===== config.mk =====
export PLATFORM = sky130hd
export DESIGN_NAME = data_memory_port
export DESIGN_NICKNAME = d
export VERILOG_FILES = /design/src/rtl/data_memory_port.sv
export SDC_FILE = /design/constraint.sdc
export NUM_CORES = 1
export LEC_CHECK = 0
export CORE_UTILIZATION = 42
export CTS_BUF_LIST = sky130_fd_sc_hd__clkbuf_4
export DETAILED_ROUTE_END_ITERATION = 10
export PLACE_DENSITY = 0.79
export REMOVE_ABC_BUFFERS = 1
export SYNTH_ARGS = -nofsm -noshare
export SYNTH_HDL_FRONTEND = slang
export SYNTH_SLANG_ARGS = --single-unit

===== constraint.sdc =====
create_clock -name clock -period 2.65 [get_ports clock]
set_input_delay 0.53 -clock clock [delete_from_list [all_inputs] [get_ports clock]]
set_output_delay 0.53 -clock clock [all_outputs]
set_load 0.01 [all_outputs]

===== src/rtl/data_memory_port.sv =====
// Purpose: load/store port between the LSU and a word-organised, variable-latency data RAM.
// Latency: zero-wait-state RAM gives aligned store 2 cycles, aligned load 3 cycles, error 1 cycle.
// Backpressure: one access in flight; req_ready only in IDLE, mem_* held stable until mem_ready.
//
// Ports:
//   clock, reset             : single clock, asynchronous active-high reset
//   req_valid/req_ready      : request handshake; req_write, req_format, req_address, req_wdata
//   resp_valid/rdata/error   : one-cycle completion pulse with extended load data or error flag
//   mem_valid/mem_ready      : RAM command handshake; mem_write, mem_address, mem_byteena, mem_wdata
//   mem_rvalid/mem_rdata     : RAM read data return, one pulse per accepted read
//
// Build option: define DMEM_MISALIGNED_SPLIT_EN to split word-crossing accesses into two
// beats; without it such accesses complete with resp_error and never reach the RAM.
module data_memory_port #(
  parameter int unsigned WORD_ADDR_WIDTH = 15,
  parameter logic [31:0] DATA_BEGIN      = 32'h1001_0000,
  parameter logic [31:0] DATA_END        = 32'h1001_FFFF
) (
  input  logic                       clock,
  input  logic                       reset,
  input  logic                       req_valid,
  output logic                       req_ready,
  input  logic                       req_write,
  input  logic [2:0]                 req_format,
  input  logic [31:0]                req_address,
  input  logic [31:0]                req_wdata,
  output logic                       resp_valid,
  output logic [31:0]                resp_rdata,
  output logic                       resp_error,
  output logic                       mem_valid,
  input  logic                       mem_ready,
  output logic                       mem_write,
  output logic [WORD_ADDR_WIDTH-1:0] mem_address,
  output logic [3:0]                 mem_byteena,
  output logic [31:0]                mem_wdata,
  input  logic                       mem_rvalid,
  input  logic [31:0]                mem_rdata
);

  // Only the byte-address bits that map onto the RAM are kept after acceptance;
  // the full address is range-checked before it is captured.
  localparam int unsigned AW = WORD_ADDR_WIDTH + 2;

  typedef enum logic [2:0] {
    S_IDLE,
    S_CMD0,
    S_WAIT0,
`ifdef DMEM_MISALIGNED_SPLIT_EN
    S_CMD1,
    S_WAIT1,
`endif
    S_RESP
  } state_t;

  state_t         state_q, state_d;
  logic           wr_q, wr_d;
  logic [2:0]     fmt_q, fmt_d;
  logic [AW-1:0]  addr_q, addr_d;
  logic [31:0]    wdata_q, wdata_d;
  logic           err_q, err_d;
  logic [31:0]    lo_q, lo_d;
  logic [31:0]    hi_q, hi_d;

  // Unshifted lane pattern for an access size; illegal size yields no lanes.
  function automatic logic [3:0] size_lanes(input logic [1:0] size);
    case (size)
      2'b00:   return 4'b0001;
      2'b01:   return 4'b0011;
      2'b10:   return 4'b1111;
      default: return 4'b0000;
    endcase
  endfunction

  // ---------------- classification of the incoming request ----------------
  logic [1:0]  req_size_m1;
  logic [32:0] req_last;
  logic        req_err;
`ifndef DMEM_MISALIGNED_SPLIT_EN
  logic [2:0]  req_end_lane;
`endif

  always_comb begin
    case (req_format[1:0])
      2'b01:   req_size_m1 = 2'd1;
      2'b10:   req_size_m1 = 2'd3;
      default: req_size_m1 = 2'd0;
    endcase
    // 33-bit sum so a request near 2^32 cannot wrap past the range check.
    req_last = {1'b0, req_address} + {31'b0, req_size_m1};
    req_err  = (req_format[1:0] == 2'b11) ||
               (req_address < DATA_BEGIN) ||
               (req_address > DATA_END) ||
               (req_last > {1'b0, DATA_END});
`ifndef DMEM_MISALIGNED_SPLIT_EN
    // Last byte lane past lane 3 means the access would need a second beat.
    req_end_lane = {1'b0, req_address[1:0]} + {1'b0, req_size_m1};
    if (req_end_lane > 3'd3) req_err = 1'b1;
`endif
  end

  // ---------------- lane mapping of the captured request ----------------
  logic [1:0]                 off;
  logic [4:0]                 sh;
  logic [3:0]                 mask_lo;
  logic [31:0]                wdata_lo;
  logic [WORD_ADDR_WIDTH-1:0] word0;
  logic [31:0]                p;
  logic [31:0]                ext;
`ifdef DMEM_MISALIGNED_SPLIT_EN
  logic [7:0]                 mask8;
  logic [3:0]                 mask_hi;
  logic [31:0]                wdata_hi;
  logic [WORD_ADDR_WIDTH-1:0] word1;
  logic                       need1;
`endif

  always_comb begin
    off      = addr_q[1:0];
    sh       = {off, 3'b000};
    word0    = addr_q[AW-1:2];
    wdata_lo = wdata_q << sh;
`ifdef DMEM_MISALIGNED_SPLIT_EN
    mask8    = {4'b0000, size_lanes(fmt_q[1:0])} << off;
    mask_lo  = mask8[3:0];
    mask_hi  = mask8[7:4];
    // Shift by 32 (offset 0) yields zero, which is the empty upper half.
    wdata_hi = wdata_q >> (6'd32 - {1'b0, sh});
    word1    = word0 + {{(WORD_ADDR_WIDTH-1){1'b0}}, 1'b1};
    need1    = (mask_hi != 4'b0000);
`else
    mask_lo  = size_lanes(fmt_q[1:0]) << off;
`endif
    // Low 32 bits of {hi,lo} >> 8*off.
    p = (lo_q >> sh) | (hi_q << (6'd32 - {1'b0, sh}));
    case (fmt_q[1:0])
      2'b00:   ext = {{24{~fmt_q[2] & p[7]}}, p[7:0]};
      2'b01:   ext = {{16{~fmt_q[2] & p[15]}}, p[15:0]};
      default: ext = p;
    endcase
  end

  // ---------------- state machine ----------------
  always_comb begin
    state_d     = state_q;
    wr_d        = wr_q;
    fmt_d       = fmt_q;
    addr_d      = addr_q;
    wdata_d     = wdata_q;
    err_d       = err_q;
    lo_d        = lo_q;
    hi_d        = hi_q;
    req_ready   = 1'b0;
    resp_valid  = 1'b0;
    resp_rdata  = 32'h0;
    resp_error  = 1'b0;
    mem_valid   = 1'b0;
    mem_write   = 1'b0;
    mem_address = '0;
    mem_byteena = 4'b0000;
    mem_wdata   = 32'h0;

    case (state_q)
      S_IDLE: begin
        req_ready = 1'b1;
        if (req_valid) begin
          wr_d    = req_write;
          fmt_d   = req_format;
          addr_d  = req_address[AW-1:0];
          wdata_d = req_wdata;
          err_d   = req_err;
          lo_d    = 32'h0;
          hi_d    = 32'h0;
          state_d = req_err ? S_RESP : S_CMD0;
        end
      end

      S_CMD0: begin
        mem_valid   = 1'b1;
        mem_write   = wr_q;
        mem_address = word0;
        mem_byteena = mask_lo;
        mem_wdata   = wdata_lo;
        if (mem_ready) begin
          if (!wr_q) begin
            state_d = S_WAIT0;
          end else begin
`ifdef DMEM_MISALIGNED_SPLIT_EN
            state_d = need1 ? S_CMD1 : S_RESP;
`else
            state_d = S_RESP;
`endif
          end
        end
      end

      S_WAIT0: begin
        if (mem_rvalid) begin
          lo_d = mem_rdata;
`ifdef DMEM_MISALIGNED_SPLIT_EN
          state_d = need1 ? S_CMD1 : S_RESP;
`else
          state_d = S_RESP;
`endif
        end
      end

`ifdef DMEM_MISALIGNED_SPLIT_EN
      S_CMD1: begin
        mem_valid   = 1'b1;
        mem_write   = wr_q;
        mem_address = word1;
        mem_byteena = mask_hi;
        mem_wdata   = wdata_hi;
        if (mem_ready) state_d = wr_q ? S_RESP : S_WAIT1;
      end

      S_WAIT1: begin
        if (mem_rvalid) begin
          hi_d    = mem_rdata;
          state_d = S_RESP;
        end
      end
`endif

      S_RESP: begin
        resp_valid = 1'b1;
        resp_error = err_q;
        resp_rdata = (err_q || wr_q) ? 32'h0 : ext;
        state_d    = S_IDLE;
      end

      default: state_d = S_IDLE;
    endcase
  end

  always_ff @(posedge clock or posedge reset) begin
    if (reset) begin
      state_q <= S_IDLE;
      wr_q    <= 1'b0;
      fmt_q   <= 3'b000;
      addr_q  <= '0;
      wdata_q <= 32'h0;
      err_q   <= 1'b0;
      lo_q    <= 32'h0;
      hi_q    <= 32'h0;
    end else begin
      state_q <= state_d;
      wr_q    <= wr_d;
      fmt_q   <= fmt_d;
      addr_q  <= addr_d;
      wdata_q <= wdata_d;
      err_q   <= err_d;
      lo_q    <= lo_d;
      hi_q    <= hi_d;
    end
  end

endmodule


; ---- Yosys cells after proc, flatten, opt, wreduce, memory -nomap -nowiden
; Index checks and enable logic that the tools add are counted.
[totals]
regBits = 89
inputBits = 105
wordCells = 66
[classes]
add_sub_neg = 3
order_cmp = 4
eq_ne = 11
shifts = 4
mux = 23
bitwise = 4
n_reduce_logical = 10
[op_table]
columns = op, n
row1 = 32-bit two-way mux, 5
row2 = 32-bit case mux with 2 select lines, 2
row3 = 32-bit by 2-bit adder with 33-bit output, 1
row4 = "33-bit by 29-bit greater-than comparator with 1-bit output, second input constant", 1
row5 = "32-bit by 29-bit greater-than comparator with 1-bit output, second input constant", 1
row6 = "32-bit by 29-bit less-than comparator with 1-bit output, second input constant", 1
row7 = 32-bit bitwise OR, 1
row8 = "1-bit by 6-bit << shifter with 32-bit output, first input constant", 1
row9 = 32-bit by 5-bit << shifter with 32-bit output, 1
row10 = 32-bit by 5-bit >> shifter with 32-bit output, 1
row11 = 15-bit two-way mux, 1
row12 = 4-bit case mux with 3 select lines, 1
row13 = 3-bit two-way mux, 3
row14 = 3-bit case mux with 3 select lines, 1
row15 = 1-bit two-way mux, 7
row16 = "2-bit equality test, second input constant", 3
row17 = "3-bit by 2-bit equality test with 1-bit output, second input constant", 2
row18 = "2-bit != test, second input constant", 3
row19 = 3-bit AND reduction, 2
row20 = "6-bit by 5-bit subtractor with 6-bit output, first input constant", 1
row21 = "2-bit by 1-bit equality test with 1-bit output, second input constant", 2
row22 = 1-bit logical OR, 4
row23 = 4-bit two-way mux, 1
row24 = 2-bit case mux with 2 select lines, 1
row25 = 11 further kinds, 12

; ---- Logic depth before layout (Yosys ltp)
[depth]
word_depth = 9
depth_mapped = 12
depth_no_buf = 12

; ---- Least setup slack after synthesis
; No wires, ideal clock.
[synth_timing]
path_kind = input-to-reg
startpoint = in req_format[0]
endpoint = reg state_q[1]
setup_ns = 0.129
arrival_time_ns = 2.508
path_slack_ns = 0.013
stages = 12
n_path_buf = 0
cell_sequence = inv_1 -> ha_1 -> inv_1 -> ha_1 -> inv_1 -> fa_1 -> nand4b_1 -> nor4_1 -> o2111a_1 -> o211ai_2 -> nor4_2 -> o21ai_1
[synth_between]
elab_chain_len = 9
word_cells_on_any_way = 15
[synth_lines]
columns = element, line
row1 = "start, declared", 24  ; input logic [2:0] req_format,
row2 = 2-bit equality test or 2-bit by 1-bit equality test with 1-bit output (tied branches), 83  ; case (req_format[1:0])
row3 = 2-bit case mux with 2 select lines, 83
row4 = 32-bit by 2-bit adder with 33-bit output, 89  ; req_last = {1'b0, req_address} + {31'b0, req_size_m1};
row5 = 33-bit by 29-bit greater-than comparator with 1-bit output, 93  ; (req_last > {1'b0, DATA_END});
row6 = 1-bit logical OR, 92  ; (req_address > DATA_END) ||
row7 = 1-bit two-way mux *, 97  ; if (req_end_lane > 3'd3) req_err = 1'b1;
row8 = 2-bit two-way mux *, 173  ; state_d = req_err ? S_RESP : S_CMD0;
row9 = 3-bit two-way mux *, 165  ; if (req_valid) begin
row10 = 3-bit case mux with 3 select lines *, 162  ; case (state_q)
row11 = "end signal, assigned", 247  ; state_q <= state_d;
row12 = "end, declared", 55  ; state_t state_q, state_d;
; Every way passes the cells marked *; elsewhere a longest branch is shown, timed or not. The select of a mux whose other input is x is not followed.
; A chain may end at the register's enable or synchronous reset.

; ---- Worst setup path in the final report
[layout_timing]
startpoint = reg addr_q[1]
endpoint = out resp_rdata[29]
[layout_between]
elab_chain_len = 7
word_cells_on_any_way = 9
[layout_lines]
columns = element, line
row1 = "start, declared", 58  ; logic [AW-1:0] addr_q, addr_d;
row2 = "start signal, assigned", 250  ; addr_q <= addr_d;
row3 = 6-bit by 5-bit subtractor with 6-bit output, 134  ; p = (lo_q >> sh) | (hi_q << (6'd32 - {1'b0, sh}));
row4 = 1-bit by 6-bit << shifter with 32-bit output, 134
row5 = 32-bit bitwise OR *, 134
row6 = 1-bit AND (on tied branches), "137, 136"
row7 = 32-bit case mux with 2 select lines *, 135  ; case (fmt_q[1:0])
row8 = 32-bit two-way mux *, 228  ; resp_rdata = (err_q || wr_q) ? 32'h0 : ext;
row9 = 32-bit two-way mux *, 162
row10 = "end, declared", 28  ; output logic [31:0] resp_rdata,
; Every way passes the cells marked *; elsewhere a longest branch is shown, timed or not.

==> run metrics <==
CP Class register to output port; DP HPWL around 11,000 µm; total chip power 8.03 mW; share of cells above drive strength 1 roughly 28%; TNS Setup -4980 ps; Data required, critical path 2120 ps; register share of total power 32.0%; unrepaired setup endpoints after global routing true; syn avg cell area 10.2 µm²; routed length per instance 17.7 µm; Clock Root Buffer clkbuf_4; initial antenna violation count 0; DIE WIDTH ~110 µm; Hold Crit Class input pin to async pin; DP Area around 7500 µm²; 1st-pass router iterations 4; clock share of power 9.5%; Power Dens Cells 1010 nW/µm²; WL final around 16,000 µm; CP max stage delay 480 ps; Synth cell types 50; crit path buf inv count 4; CP Capture Type output port; H-tree depth 3; antenna cells 0; Slew Viols, Final 0; Final Cycle Share 107%; I/O pin cnt 193; failing checks setup timing; Initial Utilization between 40% and 50%; All-Layer GR Usage 24.2%; Slew headroom approximately 15%; largest delay contributor family on the critical path buffers and inverters; vias after detailed routing 4,911; DP Worst Slack -743 ps; mapped cell area approximately 5300 µm²; vias in the first global route 5,091; Worst-Margin Slew 1270 ps; final setup margin -192 ps; critical path's slowest cell dfrtp_2; worst-path cell chain mux2i_2 -> mux2i_1 -> nand2_1 -> buf_6 -> a21oi_4 -> o21bai_4 -> clkbuf_16 -> buf_12 -> a21oi_2 -> buf_2; die height about 110 µm; combinational cell fraction of total power 58.5%; Initial DRC Count 361; total grt overflow 0; yosys warns 0; Max clock buf depth 2; Final setup viols 47; Die ar. 13,100 µm²; FFs w/ async S/R, synth 100%; vias per cell 5.44; crit path DAT 2310 ps; worst hold slack roughly 400 ps; number of enable flip-flop cells after synthesis 0; number of core rows 40; r2r startpoint state_q[0]; CTS tree built; skew final 12.9 ps; Max Fanout on Critical Path 7; total clock sinks 88; largest net degree at the start of global routing 58; clock latency on the worst-skew pair ~450 ps; register bit count reported by yosys 88; fin crit period 2840 ps; RD Place Congestion 0.870; Synth-to-Final Area Change 50.1%; Num CTS Buffers 9; # DRC 0; Core Region 12,200 µm²; Worst-path clk slew between 100 and 150 ps; Lkg Pwr 3.55 nW; outcome complete, but fails checks; Post-DRT Antenna Nets 0; Sw Ratio 41.2%; global-route wire length before repair 24,800 µm; Internal Pwr Total ~4.7 mW; # nets final 848; max-cap violations 0; post-synthesis sequential area ratio 41.4%; Final Hold Viols 0; Post-Synthesis Cells 520; top_reg_cell synth dfrtp_1; CTS Hold Buffers Added 0; Setup crit start addr_q[1]; VDD IR max just over 0.5 mV; post-layout instance area 7980 µm²; P_sw 3.31 mW; # port buffers 192; Max Fclk around 0.35 GHz; Startpoint Class register
## sequential cells by signal, summed over array words and instances (netlist names)
signal and count:
fmt_q 3, lo_q 32, wr_q 1, wdata_q 32, err_q 1, state_q 2, addr_q 17
## cell usage after synthesis, types with 2 or more instances
cell       n  share of area (%)
ha_1      12                2.8
nand4_4    2               0.80
and2_1    34                4.0
nor3_1     4               0.38
mux2i_1   34                6.4
nor4_1     4               0.47
a21oi_1   20                1.9
and3_1     2               0.24
nand2_1   50                3.5
nor2b_1   10                1.2
clkbuf_1  24                1.7
dfrtp_1   88                 41
o21ai_1    2               0.19
buf_2      9               0.85
nand2b_1   6               0.71
o211a_1    8                1.5
o21a_1     9                1.3
nor4b_1    2               0.33
buf_1      5               0.35
nor2_1    26                1.8
o21ai_0   18                1.7
nand3_2    2               0.38
nand3_1    2               0.19
nand4_1    3               0.35
nand3b_1   4               0.56
inv_1     12               0.85
mux2_2    59                 12
a211oi_1  15                2.1
a22o_1    33                5.4
## layout make-up
class | count | area, µm²
Fill cell | 938 | 4180
Clock buffer | 12 | 90.1
Tap cell | 168 | 210
Clock inverter | 4 | 45.0
Multi-Input combinational cell | 381 | 3100
Timing Repair Buffer | 238 | 2290
Inverter | 12 | 46.3
Sequential cell | 88 | 2200
## cell families (layout without fill, tap and decap cells)
group,after synthesis,after routing,share of synthesized area [%]
and+or+nand+nor,160,160,16.7
DFF,88,88,41.4
adders and majority gates,13,13,3.20
muxes,93,93,18.9
AOI/OAI and AO/OA,115,115,15.9
buffers and inverters,51,266,3.88
## path summary, 6_finish.rpt
kind,end,slack [ps],cells past startpoint
worst max-delay path,resp_rdata[29],-190,10
worst min-delay path,wdata_q[28],400,2
worst max register to register,lo_q[22],300,5
worst min register to register,addr_q[16],520,1
max in group asynchronous,wdata_q[24],1650,3
min in group clock,fmt_q[1],460,3
## timing repair
item	CTS	global route
pin swaps	9	8
setup buffers	12	9
cloned	1	0
endpoints found under the hold margin	0	0
resized for setup	160	57
setup endpoints to repair	87	60
## routing by layer
| layer | GRT usage [%] | part of all wire, % | wire length [µm] | vias up |
|---|---|---|---|---|
| met3 | 5.61 | 8.2 | 1320 | 26 |
| li1 | - | - | - | 2275 |
| met4 | 9.96 | 1.9 | 308 | 0 |
| met5 | 0 | 0 | 0 | - |
| met2 | 41.2 | 49 | 7790 | 208 |
| met1 | 29.4 | 41 | 6570 | 2402 |
## metrics by stage
stage / utilization [%] / std cells
after floorplan: - / 481
after global placement: 61.9 / 867
after detailed placement: 61.9 / 867
after CTS: 65.0 / 896
after global routing: 65.6 / 903
final: 65.6 / 903
## power groups by stage
stage                     Combinational [mW]  Sequential (mW)  Clock (mW)
after floorplan                         2.53             2.59           0
after global placement                  4.20             2.52           0
after detailed placement                4.29             2.56           0
after CTS                               4.55             2.55       0.786
after global routing                    5.05             2.66       0.835
final                                   4.69             2.57       0.766
## placed cells by master, fill, tap and decap left out, types with 3 or more instances in the layout
| cell type | Yosys | routed |
|---|---|---|
| buf_2 | 9 | 16 |
| nand2_1 | 50 | 49 |
| buf_6 | 0 | 21 |
| nor2_1 | 26 | 17 |
| nor3_1 | 4 | 4 |
| clkbuf_4 | 0 | 12 |
| o211a_1 | 8 | 8 |
| nand4_1 | 3 | 3 |
| nand2b_1 | 6 | 6 |
| clkbuf_2 | 0 | 5 |
| buf_4 | 1 | 28 |
| o21ai_0 | 18 | 18 |
| inv_2 | 0 | 3 |
| mux2i_1 | 34 | 33 |
| dlygate4sd2_1 | 0 | 18 |
| buf_12 | 0 | 5 |
| mux2_2 | 59 | 59 |
| dfrtp_1 | 88 | 86 |
| inv_1 | 12 | 8 |
| nand3b_1 | 4 | 4 |
| a211oi_1 | 15 | 15 |
| clkdlybuf4s50_1 | 0 | 139 |
| nor4_2 | 1 | 3 |
| a21oi_2 | 1 | 16 |
| a22o_1 | 33 | 33 |
| and2_1 | 34 | 34 |
| ha_1 | 12 | 9 |
| o21a_1 | 9 | 9 |
| nor2b_1 | 10 | 9 |
| dlymetal6s2s_1 | 0 | 4 |
| a21oi_1 | 20 | 3 |
| nor2_4 | 0 | 8 |
(Power assumes the default switching activity.)
